$ cat config.mk
export PLATFORM = sky130hd
export DESIGN_NAME = stochastic_edge_engine
export DESIGN_NICKNAME = d
export VERILOG_FILES = /design/src/rtl/stochastic_pkg.sv /design/src/rtl/stochastic_edge_engine_lfsr.sv /design/src/rtl/stochastic_edge_engine.sv
export SDC_FILE = /design/constraint.sdc
export NUM_CORES = 1
export LEC_CHECK = 0
export BUFFER_PORTS_ARGS = -buffer_cell sky130_fd_sc_hd__buf_2
export CAP_MARGIN = 20
export CORE_MARGIN = 3
export CORE_UTILIZATION = 40
export CTS_BUF_LIST = sky130_fd_sc_hd__clkbuf_4
export CTS_CLUSTER_DIAMETER = 80
export CTS_CLUSTER_SIZE = 20
export DETAILED_ROUTE_END_ITERATION = 8
export GPL_TIMING_DRIVEN = 0
export PLACE_DENSITY = 0.64
export SYNTH_ARGS = -nofsm -noshare
export SYNTH_HDL_FRONTEND = slang
export SYNTH_SLANG_ARGS = --single-unit
$ cat constraint.sdc
create_clock -name clk -period 7.8 [get_ports clk]
set_clock_uncertainty 0.2 [all_clocks]
set_input_delay 0.39 -clock clk [delete_from_list [all_inputs] [get_ports clk]]
set_output_delay 0.39 -clock clk [all_outputs]
set_load 0.005 [all_outputs]
$ cat src/rtl/stochastic_pkg.sv
// Shared types and maximal-length LFSR tap table for the stochastic edge engine.
package stochastic_pkg;

  typedef enum logic {
    ROBERTS     = 1'b0,
    PREWITT_AVG = 1'b1
  } mode_e;

  typedef enum logic [1:0] {
    IDLE = 2'd0,
    RUN  = 2'd1,
    DONE = 2'd2
  } state_e;

  // Bit i set means state bit i feeds the XOR; each entry is a primitive polynomial.
  function automatic logic [15:0] lfsr_taps(input int width);
    case (width)
      4:       lfsr_taps = 16'h000C;
      5:       lfsr_taps = 16'h0014;
      6:       lfsr_taps = 16'h0030;
      7:       lfsr_taps = 16'h0060;
      8:       lfsr_taps = 16'h00B8;
      9:       lfsr_taps = 16'h0110;
      10:      lfsr_taps = 16'h0240;
      11:      lfsr_taps = 16'h0500;
      12:      lfsr_taps = 16'h0829;
      13:      lfsr_taps = 16'h100D;
      14:      lfsr_taps = 16'h2015;
      15:      lfsr_taps = 16'h6000;
      16:      lfsr_taps = 16'hD008;
      default: lfsr_taps = 16'h0000;
    endcase
  endfunction

endpackage

$ cat src/rtl/stochastic_edge_engine_lfsr.sv
// Fibonacci maximal-length LFSR with synchronous seed load and step enable.
module sc_lfsr
  import stochastic_pkg::*;
#(
  parameter int W    = 8,
  parameter int SEED = 1
) (
  input  logic         clk,
  input  logic         rst,
  input  logic         load,
  input  logic         step,
  output logic [W-1:0] state
);

  localparam logic [15:0]  TAP_ALL = lfsr_taps(W);
  localparam logic [W-1:0] TAPS    = TAP_ALL[W-1:0];
  localparam logic [W-1:0] SEED_V  = SEED[W-1:0];

  // A zero seed would lock the register at zero forever.
  if (SEED_V == '0) begin : g_bad_seed
    $error("sc_lfsr: SEED must be nonzero within W bits");
  end
  if (W < 4 || W > 16) begin : g_bad_width
    $error("sc_lfsr: W must be in 4..16");
  end

  logic [W-1:0] lfsr_q;
  logic [W-1:0] lfsr_d;
  logic         fb;

  always_comb begin
    fb     = ^(lfsr_q & TAPS);
    lfsr_d = lfsr_q;
    if (load) begin
      lfsr_d = SEED_V;
    end else if (step) begin
      lfsr_d = {lfsr_q[W-2:0], fb};
    end
  end

  always_ff @(posedge clk or negedge rst) begin
    if (!rst) begin
      lfsr_q <= SEED_V;
    end else begin
      lfsr_q <= lfsr_d;
    end
  end

  assign state = lfsr_q;

endmodule

$ cat src/rtl/stochastic_edge_engine.sv
// Stochastic-computing edge detector: correlated pixel bitstreams through an XOR/MUX
// gradient network, ones counted over one window.
module stochastic_edge_engine
  import stochastic_pkg::*;
#(
  parameter int PIX_W      = 8,
  parameter int STREAM_LEN = 2**PIX_W-1,
  parameter int SEED_A     = 1,
  parameter int SEED_B     = 2**(PIX_W-1)
) (
  input  logic                              clk,
  input  logic                              rst,
  input  logic                              in_valid,
  output logic                              in_ready,
  input  logic                              mode,
  input  logic [PIX_W-1:0]                  z1,
  input  logic [PIX_W-1:0]                  z2,
  input  logic [PIX_W-1:0]                  z3,
  input  logic [PIX_W-1:0]                  z4,
  input  logic [PIX_W-1:0]                  z6,
  input  logic [PIX_W-1:0]                  z7,
  input  logic [PIX_W-1:0]                  z8,
  input  logic [PIX_W-1:0]                  z9,
  output logic                              out_valid,
  input  logic                              out_ready,
  output logic [$clog2(STREAM_LEN+1)-1:0]   out_count,
  output logic                              busy,
  output logic [1:0]                        dbg_state
);

  // Handshakes: a transfer happens on a rising clk edge where valid and ready are both
  // high; in_ready is high only in IDLE, out_valid only in DONE, and out_count is held
  // stable for as long as out_valid waits for out_ready.

  localparam int CW = $clog2(STREAM_LEN+1);

  if (STREAM_LEN < 1 || STREAM_LEN > 2**PIX_W-1) begin : g_bad_len
    $error("stochastic_edge_engine: STREAM_LEN must be in 1..2**PIX_W-1");
  end

  state_e           state_q, state_d;
  mode_e            mode_q, mode_d;
  logic [PIX_W-1:0] pix_q [8];
  logic [PIX_W-1:0] pix_d [8];
  logic [CW-1:0]    run_q, run_d;
  logic [CW-1:0]    ones_q, ones_d;

  logic             accept;
  logic             running;
  logic [PIX_W-1:0] lfsr_a;
  logic [PIX_W-1:0] lfsr_b;
  logic [7:0]       bits;
  logic             s0, gx, gy, y;
  logic             pix_unused;

  assign accept  = in_valid && in_ready;
  assign running = (state_q == RUN);

  sc_lfsr #(.W(PIX_W), .SEED(SEED_A)) u_lfsr_a (
    .clk   (clk),
    .rst   (rst),
    .load  (accept),
    .step  (running),
    .state (lfsr_a)
  );

  sc_lfsr #(.W(PIX_W), .SEED(SEED_B)) u_lfsr_b (
    .clk   (clk),
    .rst   (rst),
    .load  (accept),
    .step  (running),
    .state (lfsr_b)
  );

  // Every pixel is compared with the same random value so the streams are correlated,
  // which turns XOR into absolute difference.
  always_comb begin
    for (int k = 0; k < 8; k++) begin
      bits[k] = (pix_q[k] >= lfsr_a);
    end
  end

  // Index map: 0=z1 1=z2 2=z3 3=z4 4=z6 5=z7 6=z8 7=z9.
  always_comb begin
    s0 = lfsr_b[0];
    gx = 1'b0;
    gy = 1'b0;
    if (mode_q == ROBERTS) begin
      gx = bits[0] ^ bits[7];
      gy = bits[2] ^ bits[5];
    end else begin
      gx = (s0 ? bits[5] : bits[0]) ^ (s0 ? bits[7] : bits[2]);
      gy = (s0 ? bits[2] : bits[0]) ^ (s0 ? bits[7] : bits[5]);
    end
    y = lfsr_b[PIX_W-1] ? gy : gx;
  end

  assign pix_unused = ^{bits[1], bits[3], bits[4], bits[6], lfsr_b[PIX_W-2:1]};

  always_comb begin
    state_d = state_q;
    mode_d  = mode_q;
    run_d   = run_q;
    ones_d  = ones_q;
    for (int k = 0; k < 8; k++) begin
      pix_d[k] = pix_q[k];
    end
    unique case (state_q)
      IDLE: begin
        if (accept) begin
          state_d  = RUN;
          mode_d   = mode_e'(mode);
          run_d    = '0;
          ones_d   = '0;
          pix_d[0] = z1;
          pix_d[1] = z2;
          pix_d[2] = z3;
          pix_d[3] = z4;
          pix_d[4] = z6;
          pix_d[5] = z7;
          pix_d[6] = z8;
          pix_d[7] = z9;
        end
      end
      RUN: begin
        ones_d = ones_q + CW'(y);
        run_d  = run_q + 1'b1;
        if (run_q == CW'(STREAM_LEN-1)) begin
          state_d = DONE;
        end
      end
      DONE: begin
        if (out_ready) begin
          state_d = IDLE;
        end
      end
      default: state_d = IDLE;
    endcase
  end

  always_ff @(posedge clk or negedge rst) begin
    if (!rst) begin
      state_q <= IDLE;
      mode_q  <= ROBERTS;
      run_q   <= '0;
      ones_q  <= '0;
      for (int k = 0; k < 8; k++) begin
        pix_q[k] <= '0;
      end
    end else begin
      state_q <= state_d;
      mode_q  <= mode_d;
      run_q   <= run_d;
      ones_q  <= ones_d;
      for (int k = 0; k < 8; k++) begin
        pix_q[k] <= pix_d[k];
      end
    end
  end

  assign in_ready  = (state_q == IDLE);
  assign out_valid = (state_q == DONE);
  assign busy      = (state_q == RUN) || (state_q == DONE);
  assign out_count = ones_q;
  assign dbg_state = state_q;

endmodule

==> results.txt, run 1 <==
----------------------------------------------------
[Critical path]
  Worst-path maximum fanout ... 5
  Worst path arrival time ... 3.29 ns
  Worst-case reg-to-reg path depth ... 12
  CP Capture Type ... flip-flop
  Crit path buf inv count ... 1
  Family with the most delay on the worst path ... compound AO/OA/AOI/OAI gates
  Largest incremental delay on the critical path ... 0.43 ns
  Register-to-Register Setup Slack ... 4.68 ns
  CP cell instances ... inv_1, ha_1, a21oi_1, o211ai_1, a21oi_1, xor2_1, o2bb2ai_1, a22o_1, ha_1, nand4_2, or3_1, a21oi_1
  Startpoint class of the critical path ... flip-flop
  Critical path type ... reg -> reg
  Startpoint of the worst-slack reg-to-reg timing path ... u_lfsr_a.state[4]
  Slowest library cell on the worst path ... sky130_fd_sc_hd__dfrtp_1
  WP data required ... 7.97 ns
  Most numerous cell on the critical path ... sky130_fd_sc_hd__a21oi_1
  Capture point of the worst reg-to-reg path ... out_count[5]

[Min path]
  Worst hold path cell count ... 4
  Hold Startpoint ... in_valid
  Worst hold path type ... in -> reg
  Hold path endpoint ... pix_q[7]

[Clock network]
  CTS tree ... yes
  Quantity of gates resized following cts ... 0
  CTS root buffer ... sky130_fd_sc_hd__clkbuf_4
  CTS clk-pin slew, worst paths ... 0.13 ns
  Clk sinks ... 67
  H-tree levels ... 3
  Worst-skew pair later-pin latency ... 0.43 ns
  Number of buffers inserted during clock tree synthesis ... 9
  Clock Path Buffers ... 2

[Detailed routing]
  Number of nets with antenna violations after detailed routing ... 0
  Routed WL per cell ... 13.7 um
  Number of design-rule violations left by the first detailed-router iteration ... 147
  Post-route DRC ... 0
  Total number of vias ... 2956
  Pre-antenna DRT Iters ... 4
  Vias/cell ... 4.93
  Wire length reported by the detailed router ... 8210 um

[Floorplanning]
  Total core area ... 8850 um^2
  Width of the chip ... 102 um
  Die outline area ... 10400 um^2
  Boundary pin count ... 82
  Starting Density ... 0.416
  Cell row count ... 34
  Die height ... 102 um

[Synthesis]
  Netlist area before placement ... 3680 um^2
  Post-synth top area share ... 0.442
  Leading cell types by total area after synthesis ... sky130_fd_sc_hd__dfrtp_1 (44%), sky130_fd_sc_hd__ha_1 (13%), sky130_fd_sc_hd__nand2_1 (11%), sky130_fd_sc_hd__mux2i_1 (3.5%), sky130_fd_sc_hd__xnor2_1 (3.1%)
  Share of synthesized area occupied by flip-flops and latches ... 0.456
  Number of warning messages in the yosys log ... 0
  Cell with the most instances after synthesis ... sky130_fd_sc_hd__nand2_1
  Number of distinct library cells after synthesis ... 41
  Most used DFF post-synth ... sky130_fd_sc_hd__dfrtp_1
  Synth Instances ... 392
  Synthesis-stage register bit count ... 67
  Leading cell types by count after synthesis ... sky130_fd_sc_hd__nand2_1 (106), sky130_fd_sc_hd__dfrtp_1 (65), sky130_fd_sc_hd__ha_1 (39)
  Number of flops mapped to enable cells by yosys ... 0
  Synthesized net count ... 500
  Average size of a mapped cell ... 9.40 um^2
  Yosys top cell by area ... sky130_fd_sc_hd__dfrtp_1
  Post-synth ARST share ... 1.00

[Timing]
  Worst relative slew slack ... 0.433
  Maximum frequency from static timing analysis ... 320 MHz
  Final-layout setup total negative slack ... 0 ns
  Post-route minimum period ... 3.12 ns
  Count of final max-slew check failures ... 0
  Final hold viol count ... 0
  # setup viols final ... 0
  Share of the cycle needed by the critical path after routing ... 0.400
  Worst-case setup margin in the final layout ... 4.68 ns
  Tightest Pin Transition ... 0.851 ns
  RSZ-0062 raised after global routing ... false

[Placement]
  Count of placed standard cells including taps ... 549
  Buffers added on ports ... 49
  DP Wirelength ... 5860 um
  Instance area at placement ... 4070 um^2
  GPL Wtd Cong ... 0.763
  Pre-CTS WS ... 4.64 ns

[Final layout]
  Post-route design area ... 4540 um^2
  Number of standard cells in the layout, taps in and fillers out ... 599
  Share of post-route cells with drive strength above 1 ... 0.163
  Total number of nets in the final design ... 594
  Area growth from synthesis to final layout ... 23.3%
  # diodes ... 0

[GRT]
  Antenna violations before repair ... 0
  Global-route wire length before repair ... 14100 um
  Busiest layer in global routing ... met2
  Fraction of met2 tracks used by global routing ... 0.296
  Overflow left after global routing ... 0
  Maximum number of pins on one net before global-route repair ... 68
  Global routing met3 resource utilization ... 0.0416
  Combined global-route utilization of all metal layers ... 0.173
  Number of global-route vias before repair ... 3012
  Grt met1 use ... 0.219

[Run]
  Number of maximum-capacitance violations ... 0

[Power]
  IR drop worst, VDD ... 0.0893 mV
  Leak pwr ... 2.45 nW
  Power Dens Cells ... 133 nW/um^2

[Run status]
  Status ... completed

----------------------------------------------------
==> worst max path at each step <==
stage,startpoint,cells past startpoint,end,slack (ns)
final,u_lfsr_a.state[4],12,out_count[5],4.68
after global routing,u_lfsr_a.state[4],12,out_count[6],4.33
after CTS,u_lfsr_a.state[4],12,out_count[5],4.62
after detailed placement,u_lfsr_a.state[4],12,out_count[6],4.64
after global placement,u_lfsr_a.state[7],12,out_count[5],4.73
after floorplan,u_lfsr_a.state[4],12,out_count[5],5.06
==> logic make-up (layout without fill, tap and decap cells) <==
family / count (synthesis) / after routing / synth area share
AOI/OAI and AO/OA: 54 / 54 / 0.0995
muxes: 13 / 13 / 0.0353
DFF: 67 / 67 / 0.456
buffers and inverters: 32 / 131 / 0.0333
xor gates and xnor gates: 21 / 21 / 0.0499
and+or+nand+nor: 166 / 166 / 0.194
adders and majority gates: 39 / 39 / 0.132
==> worst reg2reg max path, stage by stage (launching register included) <==
cell and delay, ns:
sky130_fd_sc_hd__dfrtp_1 0.43, sky130_fd_sc_hd__inv_1 0.17, sky130_fd_sc_hd__ha_1 0.27, sky130_fd_sc_hd__a21oi_1 0.16
sky130_fd_sc_hd__o211ai_1 0.10, sky130_fd_sc_hd__a21oi_1 0.36, sky130_fd_sc_hd__xor2_1 0.18, sky130_fd_sc_hd__o2bb2ai_1 0.13
sky130_fd_sc_hd__a22o_1 0.22, sky130_fd_sc_hd__ha_1 0.22, sky130_fd_sc_hd__nand4_2 0.16, sky130_fd_sc_hd__or3_1 0.34
sky130_fd_sc_hd__a21oi_1 0.14
==> power breakdown <==
part           total [mW]  switching [mW]  internal [mW]
Clock               0.228           0.132         0.0956
Sequential          0.347               0          0.347
Combinational      0.0294          0.0117         0.0177
==> registers in the layout (all words and copies together) (netlist names) <==
| register | count |
|---|---|
| run_q | 8 |
| dbg_state | 2 |
| u_lfsr_a.state | 8 |
| out_count | 8 |
| mode_q | 1 |
| u_lfsr_b.state | 8 |
| pix_q | 32 |
==> metrics by stage <==
stage | util | hold WS (ns) | total power [mW]
3_3_place_gp | 0.459 | 0.268 | 0.370
4_1_cts | 0.513 | 0.148 | 0.614
5_1_grt | 0.513 | 0.190 | 0.631
3_5_place_dp | 0.460 | 0.269 | 0.370
2_1_floorplan | - | -0.106 | 0.354
6_report | 0.513 | 0.177 | 0.604
==> area by class of cell <==
type / count / area (um^2)
inverter: 19 / 71.3
clock inverter: 7 / 68.8
buffer: 13 / 51.3
tap: 108 / 135
timing repair buffer: 83 / 588
clock buffer: 9 / 67.6
multi-input combinational: 293 / 1880
sequential: 67 / 1680
fill: 850 / 4310
==> placed cells by master, fill, tap and decap left out, types with 3 or more instances in the layout <==
master                          count
sky130_fd_sc_hd__nor2_1            30
sky130_fd_sc_hd__dfrtp_1           65
sky130_fd_sc_hd__nand2_1          106
sky130_fd_sc_hd__mux2i_1           13
sky130_fd_sc_hd__a21oi_1           14
sky130_fd_sc_hd__o211ai_1           3
sky130_fd_sc_hd__or3_1              4
sky130_fd_sc_hd__ha_1              39
sky130_fd_sc_hd__xnor2_1           13
sky130_fd_sc_hd__dlygate4sd3_1     34
sky130_fd_sc_hd__clkinvlp_4         4
sky130_fd_sc_hd__o21ai_0           14
sky130_fd_sc_hd__nand3_1            9
sky130_fd_sc_hd__clkbuf_4           9
sky130_fd_sc_hd__clkbuf_1          11
sky130_fd_sc_hd__and3_1             3
sky130_fd_sc_hd__xor2_1             8
sky130_fd_sc_hd__nand2b_1           3
sky130_fd_sc_hd__inv_1             18
sky130_fd_sc_hd__nand4_1            3
sky130_fd_sc_hd__buf_2             50
sky130_fd_sc_hd__a21o_1             6
==> per-layer routing <==
metal	vias to the layer above	part of all wire
li1	1501	-
met1	1384	0.47
met2	62	0.49
met3	9	0.036
met4	0	0.011
met5	-	0
==> what timing repair did <==
item / in CTS / in global routing
endpoints found under the hold margin: 98 / 0
setup buffers: 0 / 0
hold buffers: 34 / 0
Note: power is estimated with default switching activity, not from simulation.
==> run 2: changes to the inputs <==
ABC_AREA = 1   (was not set)
clock period = 3.25 ns   (was 7.8 ns; I/O delays follow)
==> results.txt, run 2 <==
----------------------------------------------------
[Floorplanning]
  Boundary pin count ... 82 (unchanged)
  Starting Density ... 0.422 (+0.00533)
  Width of the chip ... 103 um (+0.83%)
  Die outline area ... 10600 um^2 (+1.7%)
  Die height ... 103 um (+0.83%)
  Total core area ... 8890 um^2 (+0.48%)
  Cell row count ... 34 (unchanged)

[Clock network]
  CTS root buffer ... sky130_fd_sc_hd__clkbuf_4
  Clk sinks ... 67 (unchanged)
  Worst-skew pair later-pin latency ... 0.42 ns (about the same)
  Number of buffers inserted during clock tree synthesis ... 9 (unchanged)
  H-tree levels ... 3 (unchanged)
  Clock Path Buffers ... 2 (unchanged)
  CTS clk-pin slew, worst paths ... 0.12 ns (about the same)
  CTS tree ... yes

[Detailed routing]
  Number of nets with antenna violations after detailed routing ... 0 (unchanged)
  Wire length reported by the detailed router ... 8180 um (-0.27%)
  Pre-antenna DRT Iters ... 4 (unchanged)
  Routed WL per cell ... 12.2 um (-11%)
  Post-route DRC ... 0 (unchanged)
  Total number of vias ... 3171 (+7.3%)
  Vias/cell ... 4.72 (-4.4%)
  Number of design-rule violations left by the first detailed-router iteration ... 131 (-11%)

[Timing]
  RSZ-0062 raised after global routing ... false
  Worst relative slew slack ... 0.440 (+0.00739)
  Share of the cycle needed by the critical path after routing ... 0.918 (+0.518)
  Count of final max-slew check failures ... 0 (unchanged)
  Maximum frequency from static timing analysis ... 335 MHz (+4.7%)
  Final-layout setup total negative slack ... 0 ns (unchanged)
  # setup viols final ... 0 (unchanged)
  Post-route minimum period ... 2.98 ns (-0.139 ns)
  Final hold viol count ... 0 (unchanged)
  Tightest Pin Transition ... 0.840 ns (-0.0111 ns)

[Power]
  Power Dens Cells ... 870 nW/um^2 (+550%)
  Part of the power in the clock network ... 0.156 (-0.221)
  Sw frac ... 0.436 (+0.199)
  Net load switching power ... 1.78 mW (+1100%)
  Portion of total power attributed to combinational logic ... 0.511 (+0.462)
  Leak pwr ... 2.51 nW (+2.4%)
  Internal power summed over all cells ... 2.30 mW (+400%)
  IR drop worst, VDD ... 0.347 mV (+290%)
  Sequential power share ... 0.333 (-0.242)

[Final layout]
  Register bank with the most flops ... pix_q
  Commonest non-fill, non-tap cell in the layout ... sky130_fd_sc_hd__nand2_1
  # diodes ... 0 (unchanged)
  Final core utilization ... 0.527 (+0.0137)
  Area growth from synthesis to final layout ... 25.0%
  Total number of nets in the final design ... 667 (+12%)
  Share of post-route cells with drive strength above 1 ... 0.177 (+0.0144)
  Number of flip-flops under the largest register name ... 32 (unchanged)
  Filler Cell Count ... 858 (+0.94%)
  Number of standard cells in the layout, taps in and fillers out ... 672 (+12%)
  Commonest non-fill, non-tap cells in the layout ... sky130_fd_sc_hd__nand2_1 (165), sky130_fd_sc_hd__dfrtp_1 (65), sky130_fd_sc_hd__inv_1 (60), sky130_fd_sc_hd__buf_2 (54), sky130_fd_sc_hd__ha_1 (39)
  Post-route design area ... 4690 um^2 (+3.2%)

[Synthesis]
  Leading cell types by count after synthesis ... sky130_fd_sc_hd__nand2_1 (165), sky130_fd_sc_hd__dfrtp_1 (65), sky130_fd_sc_hd__inv_1 (65)
  Number of flops mapped to enable cells by yosys ... 0 (unchanged)
  Average size of a mapped cell ... 8.11 um^2 (-14%)
  Yosys top cell by area ... sky130_fd_sc_hd__dfrtp_1
  Most used DFF post-synth ... sky130_fd_sc_hd__dfrtp_1
  Post-synth ARST share ... 1.00 (unchanged)
  Synthesized net count ... 570 (+14%)
  Share of synthesized area occupied by flip-flops and latches ... 0.448 (-0.00791)
  Number of warning messages in the yosys log ... 0 (unchanged)
  Leading cell types by total area after synthesis ... sky130_fd_sc_hd__dfrtp_1 (43%), sky130_fd_sc_hd__nand2_1 (17%), sky130_fd_sc_hd__ha_1 (13%), sky130_fd_sc_hd__inv_1 (6.5%), sky130_fd_sc_hd__nand3_1 (2.4%)
  Number of distinct library cells after synthesis ... 32 (-22%)
  Synthesis-stage register bit count ... 67 (unchanged)
  Cell with the most instances after synthesis ... sky130_fd_sc_hd__nand2_1
  Post-synth top area share ... 0.434 (-0.00766)
  Synth Instances ... 462 (+18%)
  Netlist area before placement ... 3750 um^2 (+1.8%)

[Placement]
  Instance area at placement ... 4130 um^2 (+1.6%)
  GPL Wtd Cong ... 0.787 (+3.2%)
  Buffers added on ports ... 49 (unchanged)
  Count of placed standard cells including taps ... 619 (+13%)
  DP Wirelength ... 5860 um (about the same)

[GRT]
  Global-route wire length before repair ... 14000 um (-0.78%)
  Maximum number of pins on one net before global-route repair ... 68 (unchanged)
  Overflow left after global routing ... 0 (unchanged)
  Antenna violations before repair ... 0 (unchanged)
  Number of global-route vias before repair ... 3078 (+2.2%)
  Combined global-route utilization of all metal layers ... 0.169 (-0.00430)

[Critical path]
  Largest incremental delay on the critical path ... 0.61 ns (+0.18 ns)
  Critical path type ... reg -> reg
  Startpoint class of the critical path ... flip-flop
  Slowest library cell on the worst path ... sky130_fd_sc_hd__dfstp_2
  Worst path arrival time ... 3.09 ns (-0.20 ns)
  CP cell instances ... ha_1, nand2_1, nand3_1, nand2_1, nand2_1, nand2_1, nand2_1, nand2_1, nand2_1, inv_1, nand2_1, nand3_1, nand2_1, nand2_1, ha_1, nand2_1, inv_1, nand3_2, nor2_4, inv_2, nor2_2, xor2_1, nor2_1
  Most numerous cell on the critical path ... sky130_fd_sc_hd__nand2_1
  Worst-path maximum fanout ... 5 (unchanged)
  CP Capture Type ... flip-flop
  WP data required ... 3.36 ns (-4.61 ns)

[Run]
  Number of maximum-capacitance violations ... 0 (unchanged)

[Run status]
  Status ... completed

[Min path]
  Worst hold path type ... in -> async

----------------------------------------------------
-- run 2: cell count changes in the layout (fill, tap and decap cells not counted), sizes merged, moves of 4 or more --
cell | before | now
nand3 | 9 | 20
inv | 19 | 68
clkbuf | 20 | 13
nand2 | 107 | 167
xnor2 | 13 | 6
o22ai | 0 | 14
mux2i | 13 | 0
nor3 | 1 | 5
a21o | 6 | 1
xor2 | 8 | 2
nor2 | 30 | 22
or3 | 4 | 0
buf | 51 | 56
-- run 2: cell families (layout without fill, tap and decap cells) --
| logic type | Yosys count | in the layout | synth area share |
|---|---|---|---|
| adders and majority gates | 39 | 39 | 0.130 |
| and+or+nand+nor | 222 | 222 | 0.249 |
| AOI/OAI and AO/OA | 49 | 49 | 0.0754 |
| xor gates and xnor gates | 8 | 8 | 0.0187 |
| DFF | 67 | 67 | 0.448 |
| buffers and inverters | 77 | 179 | 0.0791 |
-- run 2: metal layers --
layer / global-route usage / share of wire / routed length (um)
met5: 0 / 0 / 0
met1: 0.222 / 0.47 / 3850
met2: 0.279 / 0.48 / 3930
met3: 0.0453 / 0.041 / 336
met4: 0.0398 / 0.0083 / 68
-- run 2: final cells by class --
type / count / area, um^2 / share of cell area
multi-input cells: 318 / 1800 / 0.383
flip-flops and latches: 67 / 1680 / 0.358
repair buffers: 86 / 616 / 0.131
inverters: 68 / 255 / 0.0545
well taps: 108 / 135 / 0.0288
clock inverters: 6 / 90.1 / 0.0192
clock buffers: 10 / 75.1 / 0.0160
plain buffers: 9 / 41.3 / 0.00881
-- run 2: worst paths after layout --
| kind | start | to | slack [ns] | depth (start not counted) |
|---|---|---|---|---|
| max | u_lfsr_a.state[0] | out_count[6] | 0.27 | 23 |
| min | rst | pix_q[2] | 0.17 | 2 |
| max reg2reg | u_lfsr_a.state[0] | out_count[6] | 0.27 | 23 |
| min reg2reg | out_count[7] | out_count[7] | 0.27 | 1 |
| max in group asynchronous | rst | pix_q[56] | 2.12 | 2 |
| min in group clk | z3[4] | pix_q[44] | 0.25 | 4 |
-- run 2: what timing repair did --
item / CTS / global route
setup endpoints to repair: 0 / 4
hold buffers: 36 / 0
endpoints found under the hold margin: 101 / 0
resized for setup: 0 / 10
buffers inserted: 0 / 1
-- run 2: worst max-delay path: cells and delay by family, from the launching register on --
kind,cells,cell delay [ns]
xor gates and xnor gates,1,0.15
adders and majority gates,2,0.40
buffers and inverters,3,0.19
DFF,1,0.61
and+or+nand+nor,17,1.34
-- run 2: power by group through the flow --
stage	Sequential, mW	Clock (mW)	Combinational [mW]
after floorplan	1.31	0	1.55
after global placement	1.37	0	1.94
after detailed placement	1.37	0	2.03
after CTS	1.36	0.648	2.07
after global routing	1.39	0.684	2.47
final	1.36	0.636	2.08
-- run 2: stage by stage --
step / setup slack, ns / hold slack [ns] / power [mW]
2_1_floorplan: 0.557 / -0.333 / 2.86
3_3_place_gp: 0.192 / 0.156 / 3.31
3_5_place_dp: 0.108 / 0.127 / 3.40
4_1_cts: 0.0999 / 0.197 / 4.08
5_1_grt: 0.00444 / 0.242 / 4.54
6_report: 0.265 / 0.175 / 4.08
